===== src/rtl/risc_pkg.sv =====
`default_nettype none
// ============================================================================
// Module      : risc_pkg
// Description : Shared definitions for the CS_RISC bring-up logic: default
//               instruction/address widths (matching the core) and the boot
//               sequencer state encoding.
// Revision    : 1.0 - initial release
// ============================================================================
package risc_pkg;

  // Default widths shared with the CS_RISC core.
  localparam int RISC_INSTR_WIDTH = 32;
  localparam int RISC_ADDR_WIDTH  = 10;

  // Boot sequencer states.
  typedef enum logic [2:0] {
    ST_IDLE    = 3'd0,
    ST_LOAD    = 3'd1,
    ST_HOLD    = 3'd2,
    ST_RUN     = 3'd3,
    ST_HALTED  = 3'd4,
    ST_TIMEOUT = 3'd5
  } state_e;

endpackage : risc_pkg
`default_nettype wire


===== src/rtl/risc_halt_detector.sv =====
`default_nettype none
// ============================================================================
// Module      : risc_halt_detector
// Description : Detects a core halt as a program counter that stays unchanged
//               for HALT_CYCLES consecutive cycles.
// Revision    : 1.0 - initial release
// Ports       : clk_i   - clock
//               rst_ni  - asynchronous active-low reset
//               en_i    - compare/track the PC this cycle
//               clr_i   - forget PC history and clear the stable count
//               pc_i    - core program counter
//               hit_o   - combinational: this cycle completes the stable run
// ============================================================================
module risc_halt_detector #(
  parameter int ADDR_WIDTH  = risc_pkg::RISC_ADDR_WIDTH,
  parameter int HALT_CYCLES = 8
) (
  input  logic                  clk_i,
  input  logic                  rst_ni,
  input  logic                  en_i,
  input  logic                  clr_i,
  input  logic [ADDR_WIDTH-1:0] pc_i,
  output logic                  hit_o
);

  localparam int CW = $clog2(HALT_CYCLES + 1);

  logic [ADDR_WIDTH-1:0] pc_q;
  logic                  pc_vld_q;
  logic [CW-1:0]         stable_q;
  logic [CW-1:0]         stable_d;
  logic                  same;

  // The first tracked cycle has no predecessor, so it never counts as stable.
  assign same = pc_vld_q && (pc_i == pc_q);

  // Hit is raised in the cycle whose comparison brings the count to
  // HALT_CYCLES, so the sequencer can leave RUN on that same edge.
  assign hit_o = en_i && !clr_i && same && (stable_q == CW'(HALT_CYCLES - 1));

  always_comb begin
    stable_d = stable_q;
    if (clr_i) begin
      stable_d = '0;
    end else if (en_i) begin
      if (!same) begin
        stable_d = '0;
      end else if (stable_q != CW'(HALT_CYCLES)) begin
        stable_d = stable_q + CW'(1);
      end
    end
  end

  always_ff @(posedge clk_i or negedge rst_ni) begin
    if (!rst_ni) begin
      pc_q     <= '0;
      pc_vld_q <= 1'b0;
      stable_q <= '0;
    end else begin
      stable_q <= stable_d;
      if (clr_i) begin
        pc_vld_q <= 1'b0;
      end else if (en_i) begin
        pc_q     <= pc_i;
        pc_vld_q <= 1'b1;
      end
    end
  end

endmodule : risc_halt_detector
`default_nettype wire


===== src/rtl/risc_boot_sequencer.sv =====
`default_nettype none
// ============================================================================
// Module      : risc_boot_sequencer
// Description : Bring-up controller for CS_RISC. Streams a program into
//               instruction memory, holds the core in reset for RESET_CYCLES,
//               releases it and watches for halt (PC self-loop) or watchdog.
// Revision    : 1.0 - initial release
// Ports       : clk_i/rst_ni           - clock, async active-low reset
//               start_i                - pulse to begin load/run
//               ld_valid_i/ld_ready_o  - program load handshake
//               ld_data_i/ld_last_i    - load word and end-of-program marker
//               imem_we_o/addr_o/wdata_o - instruction-memory write port
//               cpu_reset_o            - active-high core reset
//               cpu_pc_i               - core program counter
//               busy_o/halted_o/timeout_o/overflow_o - status
//               run_cycles_o           - cycles spent in RUN
// ============================================================================
module risc_boot_sequencer
  import risc_pkg::*;
#(
  parameter int INSTR_WIDTH     = RISC_INSTR_WIDTH,
  parameter int ADDR_WIDTH      = RISC_ADDR_WIDTH,
  parameter int RESET_CYCLES    = 25,
  parameter int HALT_CYCLES     = 8,
  parameter int WATCHDOG_CYCLES = 100000,
  parameter int CNT_WIDTH       = 32
) (
  input  logic                   clk_i,
  input  logic                   rst_ni,
  input  logic                   start_i,
  input  logic                   ld_valid_i,
  output logic                   ld_ready_o,
  input  logic [INSTR_WIDTH-1:0] ld_data_i,
  input  logic                   ld_last_i,
  output logic                   imem_we_o,
  output logic [ADDR_WIDTH-1:0]  imem_addr_o,
  output logic [INSTR_WIDTH-1:0] imem_wdata_o,
  output logic                   cpu_reset_o,
  input  logic [ADDR_WIDTH-1:0]  cpu_pc_i,
  output logic                   busy_o,
  output logic                   halted_o,
  output logic                   timeout_o,
  output logic                   overflow_o,
  output logic [CNT_WIDTH-1:0]   run_cycles_o
);

  localparam int HW = $clog2(RESET_CYCLES + 1);

  state_e                 state_q, state_d;
  logic [ADDR_WIDTH-1:0]  ptr_q, ptr_d;
  logic [HW-1:0]          hold_q, hold_d;
  logic                   ld_ready_q, ld_ready_d;
  logic                   imem_we_q, imem_we_d;
  logic [ADDR_WIDTH-1:0]  imem_addr_q, imem_addr_d;
  logic [INSTR_WIDTH-1:0] imem_wdata_q, imem_wdata_d;
  logic                   cpu_reset_q, cpu_reset_d;
  logic                   busy_q, busy_d;
  logic                   halted_q, halted_d;
  logic                   timeout_q, timeout_d;
  logic                   overflow_q, overflow_d;
  logic [CNT_WIDTH-1:0]   run_cycles_q, run_cycles_d;
  logic                   halt_hit;

  risc_halt_detector #(
    .ADDR_WIDTH  (ADDR_WIDTH),
    .HALT_CYCLES (HALT_CYCLES)
  ) u_halt_det (
    .clk_i  (clk_i),
    .rst_ni (rst_ni),
    .en_i   (state_q == ST_RUN),
    .clr_i  (state_q == ST_HOLD),
    .pc_i   (cpu_pc_i),
    .hit_o  (halt_hit)
  );

  always_comb begin
    state_d      = state_q;
    ptr_d        = ptr_q;
    hold_d       = hold_q;
    ld_ready_d   = ld_ready_q;
    imem_we_d    = 1'b0;
    imem_addr_d  = imem_addr_q;
    imem_wdata_d = imem_wdata_q;
    cpu_reset_d  = cpu_reset_q;
    halted_d     = halted_q;
    timeout_d    = timeout_q;
    overflow_d   = overflow_q;
    run_cycles_d = run_cycles_q;

    unique case (state_q)
      ST_IDLE, ST_HALTED, ST_TIMEOUT: begin
        if (state_q == ST_IDLE) begin
          cpu_reset_d  = 1'b1;
          ld_ready_d   = 1'b0;
          halted_d     = 1'b0;
          timeout_d    = 1'b0;
          overflow_d   = 1'b0;
          run_cycles_d = '0;
          ptr_d        = '0;
        end
        if (start_i) begin
          state_d      = ST_LOAD;
          cpu_reset_d  = 1'b1;
          ld_ready_d   = 1'b0;   // ready rises one cycle after LOAD entry
          halted_d     = 1'b0;
          timeout_d    = 1'b0;
          overflow_d   = 1'b0;
          run_cycles_d = '0;
          ptr_d        = '0;
        end
      end
      ST_LOAD: begin
        ld_ready_d = 1'b1;
        if (ld_valid_i && ld_ready_q) begin
          imem_we_d    = 1'b1;
          imem_addr_d  = ptr_q;
          imem_wdata_d = ld_data_i;
          ptr_d        = ptr_q + ADDR_WIDTH'(1);
          // Last word, or the final address taken without an end marker.
          if (ld_last_i || (ptr_q == '1)) begin
            overflow_d = !ld_last_i;
            state_d    = ST_HOLD;
            ld_ready_d = 1'b0;
            hold_d     = '0;
          end
        end
      end
      ST_HOLD: begin
        hold_d = hold_q + HW'(1);
        if (hold_q == HW'(RESET_CYCLES - 1)) begin
          state_d     = ST_RUN;
          cpu_reset_d = 1'b0;
        end
      end
      ST_RUN: begin
        if (!(&run_cycles_q)) begin
          run_cycles_d = run_cycles_q + CNT_WIDTH'(1);
        end
        // Halt takes priority over a watchdog expiring on the same cycle.
        if (halt_hit) begin
          state_d  = ST_HALTED;
          halted_d = 1'b1;
        end else if (run_cycles_d == CNT_WIDTH'(WATCHDOG_CYCLES)) begin
          state_d     = ST_TIMEOUT;
          timeout_d   = 1'b1;
          cpu_reset_d = 1'b1;
        end
      end
      default: begin
        state_d     = ST_IDLE;
        cpu_reset_d = 1'b1;
        ld_ready_d  = 1'b0;
      end
    endcase

    busy_d = (state_d == ST_LOAD) || (state_d == ST_HOLD) || (state_d == ST_RUN);
  end

  always_ff @(posedge clk_i or negedge rst_ni) begin
    if (!rst_ni) begin
      state_q      <= ST_IDLE;
      ptr_q        <= '0;
      hold_q       <= '0;
      ld_ready_q   <= 1'b0;
      imem_we_q    <= 1'b0;
      imem_addr_q  <= '0;
      imem_wdata_q <= '0;
      cpu_reset_q  <= 1'b1;
      busy_q       <= 1'b0;
      halted_q     <= 1'b0;
      timeout_q    <= 1'b0;
      overflow_q   <= 1'b0;
      run_cycles_q <= '0;
    end else begin
      state_q      <= state_d;
      ptr_q        <= ptr_d;
      hold_q       <= hold_d;
      ld_ready_q   <= ld_ready_d;
      imem_we_q    <= imem_we_d;
      imem_addr_q  <= imem_addr_d;
      imem_wdata_q <= imem_wdata_d;
      cpu_reset_q  <= cpu_reset_d;
      busy_q       <= busy_d;
      halted_q     <= halted_d;
      timeout_q    <= timeout_d;
      overflow_q   <= overflow_d;
      run_cycles_q <= run_cycles_d;
    end
  end

  assign ld_ready_o   = ld_ready_q;
  assign imem_we_o    = imem_we_q;
  assign imem_addr_o  = imem_addr_q;
  assign imem_wdata_o = imem_wdata_q;
  assign cpu_reset_o  = cpu_reset_q;
  assign busy_o       = busy_q;
  assign halted_o     = halted_q;
  assign timeout_o    = timeout_q;
  assign overflow_o   = overflow_q;
  assign run_cycles_o = run_cycles_q;

endmodule : risc_boot_sequencer
`default_nettype wire


===== config.mk =====
export PLATFORM = sky130hd
export DESIGN_NAME = risc_boot_sequencer
export DESIGN_NICKNAME = d
export VERILOG_FILES = /design/src/rtl/risc_pkg.sv /design/src/rtl/risc_halt_detector.sv /design/src/rtl/risc_boot_sequencer.sv
export SDC_FILE = /design/constraint.sdc
export NUM_CORES = 1
export LEC_CHECK = 0
export ABC_AREA = 1
export CAP_MARGIN = 20
export CORE_MARGIN = 5
export CORE_UTILIZATION = 56
export DETAILED_ROUTE_END_ITERATION = 12
export PLACE_DENSITY = 0.93
export SLEW_MARGIN = 20
export SYNTH_ARGS = -nofsm -noshare
export SYNTH_HDL_FRONTEND = slang
export SYNTH_SLANG_ARGS = --single-unit

===== constraint.sdc =====
create_clock -name clk_i -period 5.4 [get_ports clk_i]
set_clock_uncertainty 0.2 [all_clocks]
set_input_delay 1.62 -clock clk_i [delete_from_list [all_inputs] [get_ports clk_i]]
set_output_delay 1.62 -clock clk_i [all_outputs]
set_load 0.01 [all_outputs]

Yosys cells after proc, flatten, opt, wreduce, memory -nomap -nowiden
Index checks and enable logic that the tools add are counted.
{"block": "totals", "out_inout_bits": 81, "word_cells": 118, "input_bits": 47, "regBits": 114}
{"block": "op_classes", "reduce_logical": 29, "add_sub_neg": 4, "n_mux": 44, "bitwise": 3, "eq_ne": 22}
{"operator": "32-bit two-way mux", "n": 4}
{"operator": "32-bit one-hot mux with 2 select lines", "n": 1}
{"operator": "32-bit by 1-bit adder with 32-bit output (second input constant)", "n": 1}
{"operator": "32-bit by 17-bit == test with 1-bit output (second input constant)", "n": 1}
{"operator": "32-bit AND reduction", "n": 1}
{"operator": "10-bit two-way mux", "n": 3}
{"operator": "10-bit one-hot mux with 2 select lines", "n": 1}
{"operator": "3-bit two-way mux", "n": 6}
{"operator": "1-bit two-way mux", "n": 16}
{"operator": "4-bit two-way mux", "n": 4}
{"operator": "3-bit by 2-bit == test with 1-bit output (second input constant)", "n": 4}
{"operator": "2-bit != test (second input constant)", "n": 6}
{"operator": "3-bit one-hot mux with 4 select lines", "n": 1}
{"operator": "10-bit by 1-bit adder with 10-bit output (second input constant)", "n": 1}
{"operator": "10-bit == test", "n": 1}
{"operator": "10-bit == test (second input constant)", "n": 1}
{"operator": "5-bit two-way mux", "n": 2}
{"operator": "5-bit one-hot mux with 2 select lines", "n": 1}
{"operator": "2-bit AND reduction", "n": 5}
{"operator": "3-bit AND reduction", "n": 3}
{"operator": "4-bit AND reduction", "n": 2}
{"operator": "2-bit nonzero test", "n": 4}
{"operator": "3-bit by 1-bit == test with 1-bit output (second input constant)", "n": 2}
{"operator": "3-bit == test (second input constant)", "n": 2}
{"operator": "other kinds (18)", "n": 29}

Longest topological paths before layout
{"block": "depth", "depth_word": 10, "mapped_depth": 18, "ltp_nobuf": 18}

Hierarchy
Synthesis repeated with hierarchy kept, for this count alone.
{"block": "hier_totals", "hier_cells": 892, "area_unflattened_um2": 6243.5}
{"module": "risc_boot_sequencer", "seq_area_each_um2": 2478.6, "cells_each": 728, "area_each_um2": 5206.2, "instances": 1}
{"module": "risc_halt_detector", "seq_area_each_um2": 375.4, "cells_each": 164, "area_each_um2": 1037.2, "instances": 1}

Least setup slack after synthesis
Ideal clock, no wire load.
{"block": "synth_path", "path_kind": "input to register", "start": "input port start_i", "end": "register run_cycles_q[21] (netlist: run_cycles_o[21])", "required_ns": 5.059, "stages": 8, "arrival_time_ns": 2.825, "path_buffers": 1, "setup_slack_ns": 2.234, "setup_ns": 0.141, "path_cell_list": "nor2_1 -> nor2_1 -> o21ai_0 -> nor2_1 -> inv_1 -> nand2_1 -> clkbuf_1 -> o22ai_1"}
{"block": "synth_via", "elab_chain_len": 2, "word_cells_on_any_way": 4, "classes_between": "1 x eq/ne; 2 x mux; 1 x reduce/logical"}
{"item": "start, declared", "line": "risc_boot_sequencer.sv:30", "text": "input logic start_i,"}
{"item": "32-bit two-way mux / 3-bit != test (equally long branches)"}
{"item": "32-bit one-hot mux with 2 select lines / 2-bit AND reduction (equally long branches)"}
{"item": "end signal, assigned", "line": "risc_boot_sequencer.sv:187", "text": "run_cycles_q <= run_cycles_d;"}
{"item": "end, declared", "line": "risc_boot_sequencer.sv:61", "text": "logic [CNT_WIDTH-1:0] run_cycles_q, run_cycles_d;"}
Parallel ways exist; a longest one is shown, timed or not.
A chain may end at the register's enable or synchronous reset.

==> results.md <==
- Outcome: finished, final reports clean
- Global placement routability congestion: 1.03
- H-Tree Level Count: 4
- Shortest clock period the worst path allows after layout: about 4.1 ns
- I/O pins: around 130
- Actual slew at the worst max-slew pin: ~1.1 ns
- Count of endpoints failing hold in the final timing report: 0
- Number of global-route vias before repair: between 6000 and 7000
- Starting density of the core: 0.570
- Hold_buf cts: 0
- Antenna violations before repair: 0
- Aggregate routed wire length: 18900 um
- Overall die width: 115 um
- Worst-path maximum fanout: 26
- Relative area change from synthesis to final layout: 32.1%
- Total die area: between 10000 and 15000 sq um
- Required @ worst endpoint: between 5 and 6 ns
- Number of nets produced by synthesis: around 890
- Total negative setup slack: 0 ns
- Async set-or-reset flop fraction in the synthesized netlist: 1.00
- Share of layout cells above drive strength 1: 0.0762
- Pre-antenna DRT Iters: 6
- Count of instances resized after the clock tree is built: 0
- Max-capacitance violation count: 0
- Post-CTS setup buffers: 0
- Clock tree from TritonCTS: built
- Standard-cell rows: 38
- Number of vias per cell: approximately 5.6
- Total congestion overflow: 0
- Ratio of final minimum period to clock period: 0.758
- Post-synthesis cell type count: 40
- Hold Path Origin: imem_wdata_o[27]$_DFFE_PN0P_
- Number of standard cells in the final layout excluding fillers: between 1000 and 1500
- Classification of the worst setup path: in2reg
- Final routed wire length divided by cell count: ~17 um
- Vertical extent of the die: 115 um
- RSZ-0062 raised after global routing: false
- Largest voltage drop on the vdd net: ~0.20 mV
- Final worst-path setup slack: 1.31 ns
- Nets: just over 1000
- Worst setup EP type: flop
- Core ar.: about 11000 sq um
- Pre-CTS setup slack: 0.925 ns
- Sequential-to-total area share from yosys stat: 0.464
- Wire length of the first global-routing pass: between 30000 and 40000 um
- Pleak: 0.00442 uW
- Setup violators final: 0
- Count of input and output buffers: between 100 and 150
- CP Cell Sequence: clkdlybuf4s50_1 -> nand2_1 -> inv_1 -> o21ai_0 -> nor2_1 -> inv_1 -> nand2_1 -> o21ai_0
- Number of synthesized register bits: roughly 110
- Achievable clock frequency: about 240 MHz
- CTS max path bufs: 2
- Number of DRC markers in iteration 0: roughly 630
- Max transition margin: 0.289
- Total global-route track usage: 0.290
- # placed instances: roughly 1100
- Latest clock arrival within the worst-skew pair: 0.51 ns
- Worst EP arrival: 4.29 ns
- Number of synthesized flops with an enable pin: 0
- Cell area after synthesis: roughly 6000 sq um
- Pin count of the biggest net entering global routing: 60
- Number of nets with antenna violations after detailed routing: 0
- Routed vias: 6339
- Startpoint of the worst setup timing path: ld_valid_i
- Synth warn: 0
- Slew Viols, Final: 0
- TritonCTS sink count: between 100 and 150
- Diode insertion count for antenna repair: 0
- Dpl hpwl: about 13000 um
- Startpoint types: input port
- Clk root buf: clkbuf_8
- Cells after synthesis: between 800 and 900
- Number of clock buffers inserted by TritonCTS: 17
- DRC violation count after routing: 0
- Fill cells: between 700 and 800
- Worst hold path type: reg2reg
- Crit-path max cell delay: 0.64 ns
- Clock Pin Slew Worst Setup and Hold Paths: roughly 0.060 ns
- Post-Synthesis Mean Instance Area: 7.33 sq um
- Prevailing post-synth register cell: dfrtp_1
- Power density normalized to cell area: between 200 and 300 nW/um^2
- Start of the worst register-to-register path: state_q[1]$_DFF_PN0_
- Cell with the biggest individual delay on the critical path: nand2_1
[logic make-up after synthesis]
logic type	after synthesis	share of synthesized area
xor gates and xnor gates	16	0.0228
adders and majority gates	6	0.0122
buffers and inverters	111	0.0723
and+or+nand+nor	505	0.348
DFF	114	0.464
AOI/OAI and AO/OA	87	0.0806
[flip-flops by register name, summed over array words and instances (netlist names)]
register and flops:
busy_o 1, cpu_reset_o 1, halted_o 1, hold_q 5
imem_addr_o 10, imem_wdata_o 32, imem_we_o 1, ld_ready_o 1
overflow_o 1, ptr_q 10, run_cycles_o 32, state_q 3
timeout_o 1, u_halt_det.pc_q 10, u_halt_det.pc_vld_q 1, u_halt_det.stable_q 4
[cells in the final DEF (no fill, tap or decap), types with 5 or more instances in the layout]
master	n
or2_2	6
nand2_1	303
nand4_1	12
inv_1	89
o22ai_1	19
dfrtp_1	113
nor2_1	95
clkbuf_16	16
nor3_1	17
a21oi_1	12
nand2_2	9
clkdlybuf4s50_1	126
nand3_1	43
buf_4	6
ha_1	6
clkinv_4	5
nor2_2	10
xor2_1	14
o21ai_0	43
[layout make-up]
class	instances	area, sq um	area share
inverters	92	350	0.0431
clock inverters	14	154	0.0189
repair buffers	132	1310	0.161
well taps	140	175	0.0216
flip-flops and latches	114	2850	0.351
multi-input cells	614	2850	0.351
clock buffers	18	428	0.0527
[final timing paths]
| kind | slack [ns] | endpoint | depth (start not counted) |
|---|---|---|---|
| min in group asynchronous | 0.98 | u_halt_det.pc_q[1]$_DFFE_PN0P_ | 1 |
| setup / recovery | 1.31 | run_cycles_o[9]$_DFFE_PN0P_ | 8 |
| hold / removal | 0.27 | imem_wdata_o[27]$_DFFE_PN0P_ | 2 |
| hold reg to reg | 0.27 | imem_wdata_o[27]$_DFFE_PN0P_ | 2 |
| setup reg to reg | 1.40 | run_cycles_o[9]$_DFFE_PN0P_ | 8 |
| max in group asynchronous | 3.15 | imem_addr_o[8]$_DFFE_PN0P_ | 2 |
[routing by layer]
| layer | GRT usage | vias to the layer above | share of wire |
|---|---|---|---|
| li1 | - | 2926 | - |
| met1 | 0.348 | 2902 | 0.36 |
| met2 | 0.484 | 418 | 0.50 |
| met3 | 0.0663 | 93 | 0.092 |
| met4 | 0.158 | 0 | 0.049 |
| met5 | 0 | - | 0 |
[report_power, final]
part	total (uW)	switching, uW	internal, uW
combinational	72.4	34.2	38.2
sequential	861	1.98	859
clock	1100	426	673
total	2030	463	1570
[critical path: cells and delay by family]
| family | cells | cell delay [ns] |
|---|---|---|
| AND/OR/NAND/NOR | 3 | 0.99 |
| AO/OA/AOI/OAI | 2 | 0.87 |
| buffers and inverters | 3 | 0.78 |
[per-stage QoR]
step                utilization  total power [uW]  hold slack [ns]  cell area (sq um)
finish                    0.752              2030            0.274               8120
global route              0.752              2090            0.291               8120
CTS                       0.752              2030            0.275               8120
detailed placement        0.699               949            0.259               7540
global placement          0.699               947            0.252               7540
floorplan                     -               891            0.261               6150
[synth_stat cells (2+ instances only)]
master	n	area, sq um
nand2_2	9	56.3
or2_2	6	37.5
a211oi_1	2	15.0
o22ai_1	19	119
nor3_1	17	85.1
nand2_1	303	1140
dfrtp_1	113	2830
nor3b_1	2	15.0
o21ai_0	43	215
clkbuf_1	16	60.1
nor2_2	8	50.1
xor2_1	14	123
nor2_4	4	45.0
a21oi_1	12	60.1
xnor2_1	2	17.5
a31oi_1	2	12.5
nand3_1	43	215
ha_1	6	75.1
nand4_1	12	75.1
inv_1	89	334
nor2_1	97	364
o21bai_1	2	15.0
(Power assumes the default switching activity.)
